<file path="src/rtl/axi_lite_lsu_master.sv">
// AXI4-Lite initiator for the load/store unit: one request in flight, load -> AR/R, store -> AW/W/B.
// Latency: 3 cycles accept-to-response with a zero-wait responder; stalls on any AXI ready/valid or resp_ready_i.
module axi_lite_lsu_master (
  input  logic        clk_i,
  input  logic        rst_ni,
  input  logic        req_valid_i,
  output logic        req_ready_o,
  input  logic        req_wen_i,
  input  logic [31:0] req_addr_i,
  input  logic [31:0] req_wdata_i,
  input  logic [3:0]  req_wmask_i,
  output logic        resp_valid_o,
  input  logic        resp_ready_i,
  output logic [31:0] resp_rdata_o,
  output logic        resp_err_o,
  output logic [31:0] araddr_o,
  output logic        arvalid_o,
  input  logic        arready_i,
  input  logic [31:0] rdata_i,
  input  logic [1:0]  rresp_i,
  input  logic        rvalid_i,
  output logic        rready_o,
  output logic [31:0] awaddr_o,
  output logic        awvalid_o,
  input  logic        awready_i,
  output logic [31:0] wdata_o,
  output logic [3:0]  wstrb_o,
  output logic        wvalid_o,
  input  logic        wready_i,
  input  logic [1:0]  bresp_i,
  input  logic        bvalid_i,
  output logic        bready_o,
  output logic [31:0] rd_cnt_o,
  output logic [31:0] wr_cnt_o
);

  typedef enum logic [2:0] {
    IDLE    = 3'd0,
    RD_ADDR = 3'd1,
    RD_DATA = 3'd2,
    WR_REQ  = 3'd3,
    WR_RESP = 3'd4,
    RESP    = 3'd5
  } state_t;

  state_t      state_q;
  logic        wen_q;
  logic [1:0]  off_q;
  logic [31:0] araddr_q;
  logic [31:0] awaddr_q;
  logic [31:0] wdata_q;
  logic [3:0]  wstrb_q;
  logic        arvalid_q;
  logic        rready_q;
  logic        awvalid_q;
  logic        wvalid_q;
  logic        bready_q;
  logic        aw_done_q;
  logic        w_done_q;
  logic        resp_valid_q;
  logic        resp_err_q;
  logic [31:0] resp_rdata_q;
  logic [31:0] rd_cnt_q;
  logic [31:0] wr_cnt_q;

  logic aw_fire;
  logic w_fire;

  assign aw_fire = awvalid_q & awready_i;
  assign w_fire  = wvalid_q & wready_i;

  always_ff @(posedge clk_i or negedge rst_ni) begin
    if (!rst_ni) begin
      state_q      <= IDLE;
      wen_q        <= 1'b0;
      off_q        <= 2'd0;
      araddr_q     <= 32'd0;
      awaddr_q     <= 32'd0;
      wdata_q      <= 32'd0;
      wstrb_q      <= 4'd0;
      arvalid_q    <= 1'b0;
      rready_q     <= 1'b0;
      awvalid_q    <= 1'b0;
      wvalid_q     <= 1'b0;
      bready_q     <= 1'b0;
      aw_done_q    <= 1'b0;
      w_done_q     <= 1'b0;
      resp_valid_q <= 1'b0;
      resp_err_q   <= 1'b0;
      resp_rdata_q <= 32'd0;
      rd_cnt_q     <= 32'd0;
      wr_cnt_q     <= 32'd0;
    end else begin
      case (state_q)
        IDLE: begin
          if (req_valid_i) begin
            wen_q <= req_wen_i;
            off_q <= req_addr_i[1:0];
            if (req_wen_i) begin
              awaddr_q  <= req_addr_i;
              wdata_q   <= req_wdata_i << {req_addr_i[1:0], 3'b000};
              wstrb_q   <= req_wmask_i << req_addr_i[1:0];
              aw_done_q <= 1'b0;
              w_done_q  <= 1'b0;
              state_q   <= WR_REQ;
            end else begin
              araddr_q <= req_addr_i;
              state_q  <= RD_ADDR;
            end
          end
        end
        RD_ADDR: begin
          if (!arvalid_q) begin
            arvalid_q <= 1'b1;
          end else if (arready_i) begin
            arvalid_q <= 1'b0;
            rready_q  <= 1'b1;
            state_q   <= RD_DATA;
          end
        end
        RD_DATA: begin
          if (rvalid_i) begin
            rready_q     <= 1'b0;
            resp_rdata_q <= rdata_i >> {off_q, 3'b000};
            resp_err_q   <= |rresp_i;
            resp_valid_q <= 1'b1;
            state_q      <= RESP;
          end
        end
        WR_REQ: begin
          // First cycle in WR_REQ raises both valids; afterwards each retires on its own handshake.
          if (!aw_done_q && !w_done_q && !awvalid_q && !wvalid_q) begin
            awvalid_q <= 1'b1;
            wvalid_q  <= 1'b1;
          end else begin
            if (aw_fire) begin
              awvalid_q <= 1'b0;
              aw_done_q <= 1'b1;
            end
            if (w_fire) begin
              wvalid_q <= 1'b0;
              w_done_q <= 1'b1;
            end
            if ((aw_done_q | aw_fire) && (w_done_q | w_fire)) begin
              bready_q <= 1'b1;
              state_q  <= WR_RESP;
            end
          end
        end
        WR_RESP: begin
          if (bvalid_i) begin
            bready_q     <= 1'b0;
            resp_rdata_q <= 32'd0;
            resp_err_q   <= |bresp_i;
            resp_valid_q <= 1'b1;
            state_q      <= RESP;
          end
        end
        RESP: begin
          if (resp_ready_i) begin
            resp_valid_q <= 1'b0;
            state_q      <= IDLE;
            if (wen_q) wr_cnt_q <= wr_cnt_q + 32'd1;
            else       rd_cnt_q <= rd_cnt_q + 32'd1;
          end
        end
        default: state_q <= IDLE;
      endcase
    end
  end

  assign req_ready_o  = (state_q == IDLE);
  assign resp_valid_o = resp_valid_q;
  assign resp_rdata_o = resp_rdata_q;
  assign resp_err_o   = resp_err_q;
  assign araddr_o     = araddr_q;
  assign arvalid_o    = arvalid_q;
  assign rready_o     = rready_q;
  assign awaddr_o     = awaddr_q;
  assign awvalid_o    = awvalid_q;
  assign wdata_o      = wdata_q;
  assign wstrb_o      = wstrb_q;
  assign wvalid_o     = wvalid_q;
  assign bready_o     = bready_q;
  assign rd_cnt_o     = rd_cnt_q;
  assign wr_cnt_o     = wr_cnt_q;

endmodule

</file>
<file path="config.mk">
export PLATFORM = sky130hd
export DESIGN_NAME = axi_lite_lsu_master
export DESIGN_NICKNAME = d
export VERILOG_FILES = /design/src/rtl/axi_lite_lsu_master.sv
export SDC_FILE = /design/constraint.sdc
export NUM_CORES = 1
export LEC_CHECK = 0
export ABC_AREA = 0
export ABC_CLOCK_PERIOD_IN_PS = 3180
export BUFFER_PORTS_ARGS = -buffer_cell sky130_fd_sc_hd__buf_2
export CORE_MARGIN = 5
export CORE_UTILIZATION = 55
export CTS_CLUSTER_SIZE = 28
export DETAILED_ROUTE_END_ITERATION = 12
export HOLD_SLACK_MARGIN = 0.15
export PLACE_DENSITY_LB_ADDON = 0.05
export SLEW_MARGIN = 20
export SYNTH_ARGS = -nofsm -noshare
export SYNTH_HDL_FRONTEND = slang
export SYNTH_SLANG_ARGS = --single-unit
</file>
<file path="constraint.sdc">
create_clock -name clk_i -period 3.18 [get_ports clk_i]
set_input_delay 0 -clock clk_i [delete_from_list [all_inputs] [get_ports clk_i]]
set_output_delay 0 -clock clk_i [all_outputs]
set_load 0.005 [all_outputs]
</file>
==> results of run 1 <==
==> sequential cells by signal, indices dropped and copies added, names as in the netlist <==
register	cells
resp_err_o	1
arvalid_o	1
wstrb_o	4
state_q	3
w_done_q	1
aw_done_q	1
resp_rdata_o	32
wvalid_o	1
awaddr_o	32
bready_o	1
rd_cnt_o	32
araddr_o	32
resp_valid_o	1
awvalid_o	1
wr_cnt_o	32
off_q	2
wen_q	1
rready_o	1
wdata_o	32
==> final timing paths <==
path / from / endpoint / cells after the start
worst max-delay path: state_q[2] / resp_err_o / 6
min in group clk_i: req_addr_i[18] / awaddr_o[18] / 4
max in group asynchronous: rst_ni / wdata_o[29] / 3
worst min register to register: wr_cnt_o[31] / wr_cnt_o[31] / 1
worst min-delay path: rst_ni / wr_cnt_o[29] / 2
worst max register to register: state_q[2] / resp_err_o / 6
==> per-stage QoR <==
| stage | instance area, µm² | std cells | total power (µW) | setup WS, ps |
|---|---|---|---|---|
| after floorplan | 9530 | 907 | 5810 | 1400 |
| after global placement | 11300 | 1412 | 7260 | 1040 |
| after detailed placement | 11300 | 1412 | 7350 | 906 |
| after CTS | 13400 | 1581 | 10300 | 186 |
| after global routing | 13400 | 1581 | 11000 | 196 |
| final | 13400 | 1582 | 10300 | 433 |
==> cell families (layout without fill, tap and decap cells) <==
| family | after synthesis | count (layout) | synth area share (%) |
|---|---|---|---|
| other cells | 0 | 1 | 0 |
| xor+xnor | 62 | 62 | 5.70 |
| buf+inv | 58 | 507 | 2.77 |
| compound gates | 117 | 117 | 7.65 |
| mux | 89 | 89 | 10.1 |
| fa+ha+maj | 2 | 2 | 0.262 |
| simple gates | 368 | 368 | 18.2 |
| flops | 211 | 211 | 55.4 |
==> timing repair <==
action	in CTS	in global routing
setup endpoints to repair	0	1
hold buffers	127	0
endpoints found under the hold margin	256	0
resized for setup	0	1
==> metal layers <==
| layer | track usage, % | vias to the layer above |
|---|---|---|
| li1 | - | 3976 |
| met1 | 36.5 | 4097 |
| met2 | 47.5 | 405 |
| met3 | 7.01 | 121 |
| met4 | 14.9 | 0 |
| met5 | 0 | - |
==> synth_stat cells (9+ instances only) <==
library cell,instances
buf_2,9
o21ai_0,27
clkbuf_1,23
mux2_2,55
nand4_1,14
mux2i_1,34
and3_1,14
buf_4,9
inv_1,10
xnor2_1,37
nand2_1,212
nor2b_1,12
xor2_1,25
a21oi_1,34
nand3_1,25
nor3_1,11
a211oi_1,9
o31ai_1,25
dfrtp_1,211
nor2_1,47
==> area by class of cell <==
cell class / instances / area, µm² / area share [%]
Clock inverter: 10 / 120 / 0.899
Inverter: 10 / 37.5 / 0.281
Sequential cell: 211 / 5280 / 39.5
Antenna cell: 1 / 2.50 / 0.0187
Tap cell: 225 / 282 / 2.11
Multi-Input combinational cell: 638 / 4010 / 30.0
Timing Repair Buffer: 455 / 2970 / 22.3
Clock buffer: 32 / 659 / 4.93
==> critical path: stages, from the launching register on <==
cell           delay, ps
dfrtp_1              650
inv_1                160
nor3_2               450
nor3_1                80
dlygate4sd3_1        580
o31ai_1              190
dlygate4sd3_1        570
==> power groups by stage <==
| stage | clock network (µW) | registers [µW] | logic, µW |
|---|---|---|---|
| 2_1_floorplan | 0 | 4170 | 1640 |
| 3_3_place_gp | 0 | 4220 | 3040 |
| 3_5_place_dp | 0 | 4240 | 3110 |
| 4_1_cts | 2750 | 4220 | 3320 |
| 5_1_grt | 2880 | 4370 | 3710 |
| 6_report | 2710 | 4240 | 3360 |
==> results.py, run 1 <==
metrics = {
    "status": {
        "outcome": "finished clean",
    },
    "job": {
        "drv_cap": 0,
    },
    "sta": {
        "hold_viol": 0,
        "setup_viol": 0,
        "skew_ps": 13.2,
        "finalMaxSlewViolations": 0,
        "post-route-period-util_pct": 86.4,
        "holdWs_ps": 170,
        "max_freq_mhz": 364,
        "tightestPinTransition_ps": 1030,
        "fin_tns_setup_ps": 0,
        "slew-limit-headroom_pct": 31.1,
        "rsz0062_at_grt": "no",
        "fin_crit_ps": 2750,
    },
    "placed_design": {
        "routabilityCongestion": 0.888,
        "post-dp-hpwl_um": 19100,
        "port_buffers": 317,
    },
    "drt": {
        "drt_iter0_drc": 506,
        "wl_um": 29500,
        "wl_per_cell_um": 18.7,
        "vias": 8599,
        "route.met3.wl_um": 2390,
        "ant_nets": 0,
        "wl_met2_um": 14300,
        "drc": 0,
        "first_pass_iters": 5,
        "via_per_inst": 5.44,
        "met1_length_um": 11200,
        "highest_layer": "met4",
    },
    "clocking": {
        "cts_tree": "built",
        "clock_path_buffers": 3,
        "cts_num_sinks": 211,
        "path_clk_slew_ps": 60,
        "cts_buffers": 23,
        "clk_latency_ps": 500,
        "h-tree-depth": 1,
        "root_buffer": "clkbuf_16",
        "cts_setup_buffers": 0,
    },
    "die": {
        "die_y_um": 142,
        "row_count": 48,
        "die-width_um": 142,
        "core_um2": 17200,
        "io_pins": 318,
        "initial_core_util_pct": 55.5,
        "die_area_um2": 20100,
    },
    "layout": {
        "nets": 1455,
        "area_growth_pct": 40.2,
        "n_fill_cell": 1125,
        "final_common_cell": "buf_2",
        "drive_gt1_share_pct": 32.3,
        "mostFrequentLayoutCells": "buf_2, dfrtp_1, nand2_1",
        "fin_util_pct": 77.8,
    },
    "yosys": {
        "ys_async_sr_fraction_pct": 100,
        "ys_top_cells_by_area": "dfrtp_1, nand2_1, mux2_2",
        "syn_nets": 1023,
        "synthCells": 907,
        "yosys_warnings": 0,
        "synth_edf_count": 0,
        "synth_largest_area_cell": "dfrtp_1",
        "ys.flop_type": "dfrtp_1",
        "ys_types": 44,
        "ys_ff_latch": 211,
        "ys_seq_area_share_pct": 55.4,
        "netlist_area_um2": 9530,
        "syn_avg_cell_area_um2": 10.5,
        "synth_top_area_share_pct": 55.4,
    },
    "power_and_ir_drop": {
        "seqPwrFrac_pct": 41.1,
        "comb_power_share_pct": 32.6,
        "switching_share_pct": 33.6,
        "vdd_ir_drop_max_uv": 574,
        "p_per_area_nw_per_um2": 772,
        "leakagePower_uw": 0.00689,
        "p_int_uw": 6850,
        "p_switching_uw": 3470,
        "clkPwrFrac_pct": 26.3,
    },
    "global_route": {
        "grt_usage_pct": 29.2,
        "grt-ovfl-total": 0,
        "grt_max_degree": 102,
        "grt_pass1_wl_um": 47600,
        "grt_pass1_vias": 9126,
        "antenna_found_initial": 0,
    },
    "critical_path": {
        "crit_type": "reg -> reg",
        "endpoint_kind": "register",
        "path_max_fanout": 15,
        "r2r_slack_ps": 430,
        "worst_setup_path_start_kind": "register",
        "cp.required_ps": 3610,
        "arrival_ps": 3180,
    },
    "hold_path": {
        "hp-class": "in -> async",
    },
}
No activity file was read; power rests on OpenSTA's default activity.
==> run 2, diff against run 1 <==
--- a/config.mk
+++ b/config.mk
@@ -9,4 +9,5 @@
 export ABC_CLOCK_PERIOD_IN_PS = 3180
 export BUFFER_PORTS_ARGS = -buffer_cell sky130_fd_sc_hd__buf_2
+export CORE_ASPECT_RATIO = 1.2
 export CORE_MARGIN = 5
 export CORE_UTILIZATION = 55
==> constraint.sdc (replaced) <==
create_clock -name clk_i -period 3.18 [get_ports clk_i]
set_input_delay 0.477 -clock clk_i [delete_from_list [all_inputs] [get_ports clk_i]]
set_output_delay 0.477 -clock clk_i [all_outputs]
set_load 0.005 [all_outputs]
==> run 2 against run 1 <==
Die area hardly changed. Sequential cell count stayed put. Combinational power is 8.6% lower. Worst setup slack better by 250 ps. Utilization is 6.9 points lower. Register-to-register slack better by 250 ps. Critical path depth is 1 lower. Clock skew is 7.9 ps higher. Non-clock buffer count is 126 lower. First-iteration DRC count is 11% lower. Sequential share of layout area is 4.3 points higher.
==> results.py, run 2 (same netlist as run 1, synthesis figures left out) <==
metrics = {
    "layout": {
        "nets": 1328,
        "final_common_cell": "buf_2",
        "drive_gt1_share_pct": 35.2,
        "mostFrequentLayoutCells": "buf_2, nand2_1, dfrtp_1",
        "n_fill_cell": 1350,
        "fin_util_pct": 70.9,
        "area_growth_pct": 26.3,
    },
    "placed_design": {
        "place_ws_ps": 693,
        "port_buffers": 317,
        "post-dp-hpwl_um": 19200,
        "routabilityCongestion": 0.870,
    },
    "drt": {
        "drt_iter0_drc": 450,
        "via_per_inst": 5.39,
        "ant_nets": 0,
        "wl_um": 26000,
        "drc": 0,
        "first_pass_iters": 5,
        "wl_per_cell_um": 18.0,
        "vias": 7776,
    },
    "die": {
        "die_y_um": 154,
        "io_pins": 318,
        "core_um2": 17000,
        "row_count": 52,
        "die_area_um2": 20100,
        "die-width_um": 130,
        "initial_core_util_pct": 56.1,
    },
    "sta": {
        "slew-limit-headroom_pct": 39.0,
        "rsz0062_at_grt": "no",
        "fin_tns_setup_ps": 0,
        "setup_viol": 0,
        "hold_viol": 0,
        "tightestPinTransition_ps": 909,
        "max_freq_mhz": 400,
        "fin_crit_ps": 2500,
        "skew_ps": 21.1,
        "worst_slack_ps": 679,
        "finalMaxSlewViolations": 0,
        "post-route-period-util_pct": 78.7,
    },
    "power_and_ir_drop": {
        "vdd_ir_drop_max_uv": 518,
        "p_switching_uw": 3280,
        "switching_share_pct": 33.3,
        "leakagePower_uw": 0.00635,
        "comb_power_share_pct": 31.1,
        "clkPwrFrac_pct": 26.0,
        "p_int_uw": 6580,
        "seqPwrFrac_pct": 42.8,
        "p_per_area_nw_per_um2": 819,
    },
    "global_route": {
        "grt_pass1_vias": 7967,
        "grt-ovfl-total": 0,
        "met1_usage_pct": 32.5,
        "top_usage_layer": "met2",
        "grt_use_met3_pct": 8.24,
        "grt_pass1_wl_um": 41800,
        "antenna_found_initial": 2,
        "grt_max_degree": 87,
        "grt_usage_pct": 25.7,
        "grt_util_met2_pct": 42.5,
    },
    "clocking": {
        "cts_setup_buffers": 0,
        "clock_path_buffers": 3,
        "cts_buffers": 22,
        "path_clk_slew_ps": 60,
        "clk_latency_ps": 500,
        "cts_tree": "built",
        "h-tree-depth": 1,
        "cts_num_sinks": 211,
        "root_buffer": "clkbuf_16",
    },
    "critical_path": {
        "r2r_slack_ps": 680,
        "r2r-start": "state_q[1]",
        "path_max_fanout": 37,
        "arrival_ps": 2950,
        "crit_end": "awaddr_o[1]",
        "worst_setup_path_start_kind": "register",
        "crit_type": "reg -> reg",
        "r2r_end": "awaddr_o[1]",
        "cp.required_ps": 3620,
        "ff2ff_path_depth": 5,
        "worstSetupStartpoint": "state_q[1]",
        "endpoint_kind": "register",
    },
    "status": {
        "outcome": "finished clean",
    },
    "hold_path": {
        "hp-class": "in -> reg",
    },
    "job": {
        "drv_cap": 0,
    },
}
-- run 2: cell types whose count changed in the layout (fill, tap and decap cells not counted), sizes merged --
cell,before,now
dlygate4sd3,127,1
inv,12,10
clkinvlp,1,0
clkbuf,33,36
diode,1,2
clkinv,5,2
bufinv,2,1
-- run 2: power groups by stage --
stage / clock network [µW] / registers (µW) / logic (µW)
6_report: 2570 / 4230 / 3070
3_5_place_dp: 0 / 4240 / 3110
4_1_cts: 2630 / 4220 / 3120
3_3_place_gp: 0 / 4220 / 3040
2_1_floorplan: 0 / 4170 / 1640
5_1_grt: 2740 / 4350 / 3450
-- run 2: timing repair --
action | CTS | global route
hold buffers | 1 | 0
endpoints found under the hold margin | 83 | 0
resized for setup | 0 | 0
-- run 2: worst min path at each step --
stage	start	end	slack (ps)	cells past startpoint
after detailed placement	wr_cnt_o[31]	wr_cnt_o[31]	450	1
final	req_addr_i[6]	awaddr_o[6]	180	3
after global placement	wdata_o[5]	wdata_o[5]	450	2
after global routing	req_addr_i[26]	awaddr_o[26]	170	3
after CTS	req_addr_i[12]	awaddr_o[12]	160	3
after floorplan	rst_ni	araddr_o[0]	180	0
-- run 2: stage by stage --
stage	hold WS [ps]	total power, µW	std cells	area, µm²
finish	178	9870	1444	12000
global route	166	10500	1443	12000
CTS	159	9980	1442	12000
detailed placement	453	7360	1403	11300
global placement	445	7260	1403	11300
floorplan	181	5810	907	9530
-- run 2: layout make-up --
class	count	area (µm²)	area share, %
clock buffer	35	679	5.64
timing repair buffer	329	1730	14.3
inverter	10	37.5	0.312
antenna	2	5.00	0.0415
clock inverter	3	51.3	0.426
sequential	211	5280	43.8
tap	216	270	2.24
multi-input combinational	638	4000	33.2
-- run 2: critical path, cell delays in order, from the launching register on --
cell	delay, ps
dfrtp_1	520
nor4b_2	630
and2_2	780
buf_4	350
nand2_1	70
nand2_1	90
-- run 2: metal layers --
metal | part of all wire [%] | wire (µm) | up-vias
met5 | 0.050 | 13 | -
met4 | 2.5 | 655 | 2
met3 | 9.3 | 2430 | 37
met2 | 49 | 12900 | 259
met1 | 39 | 10100 | 3763
li1 | - | - | 3715
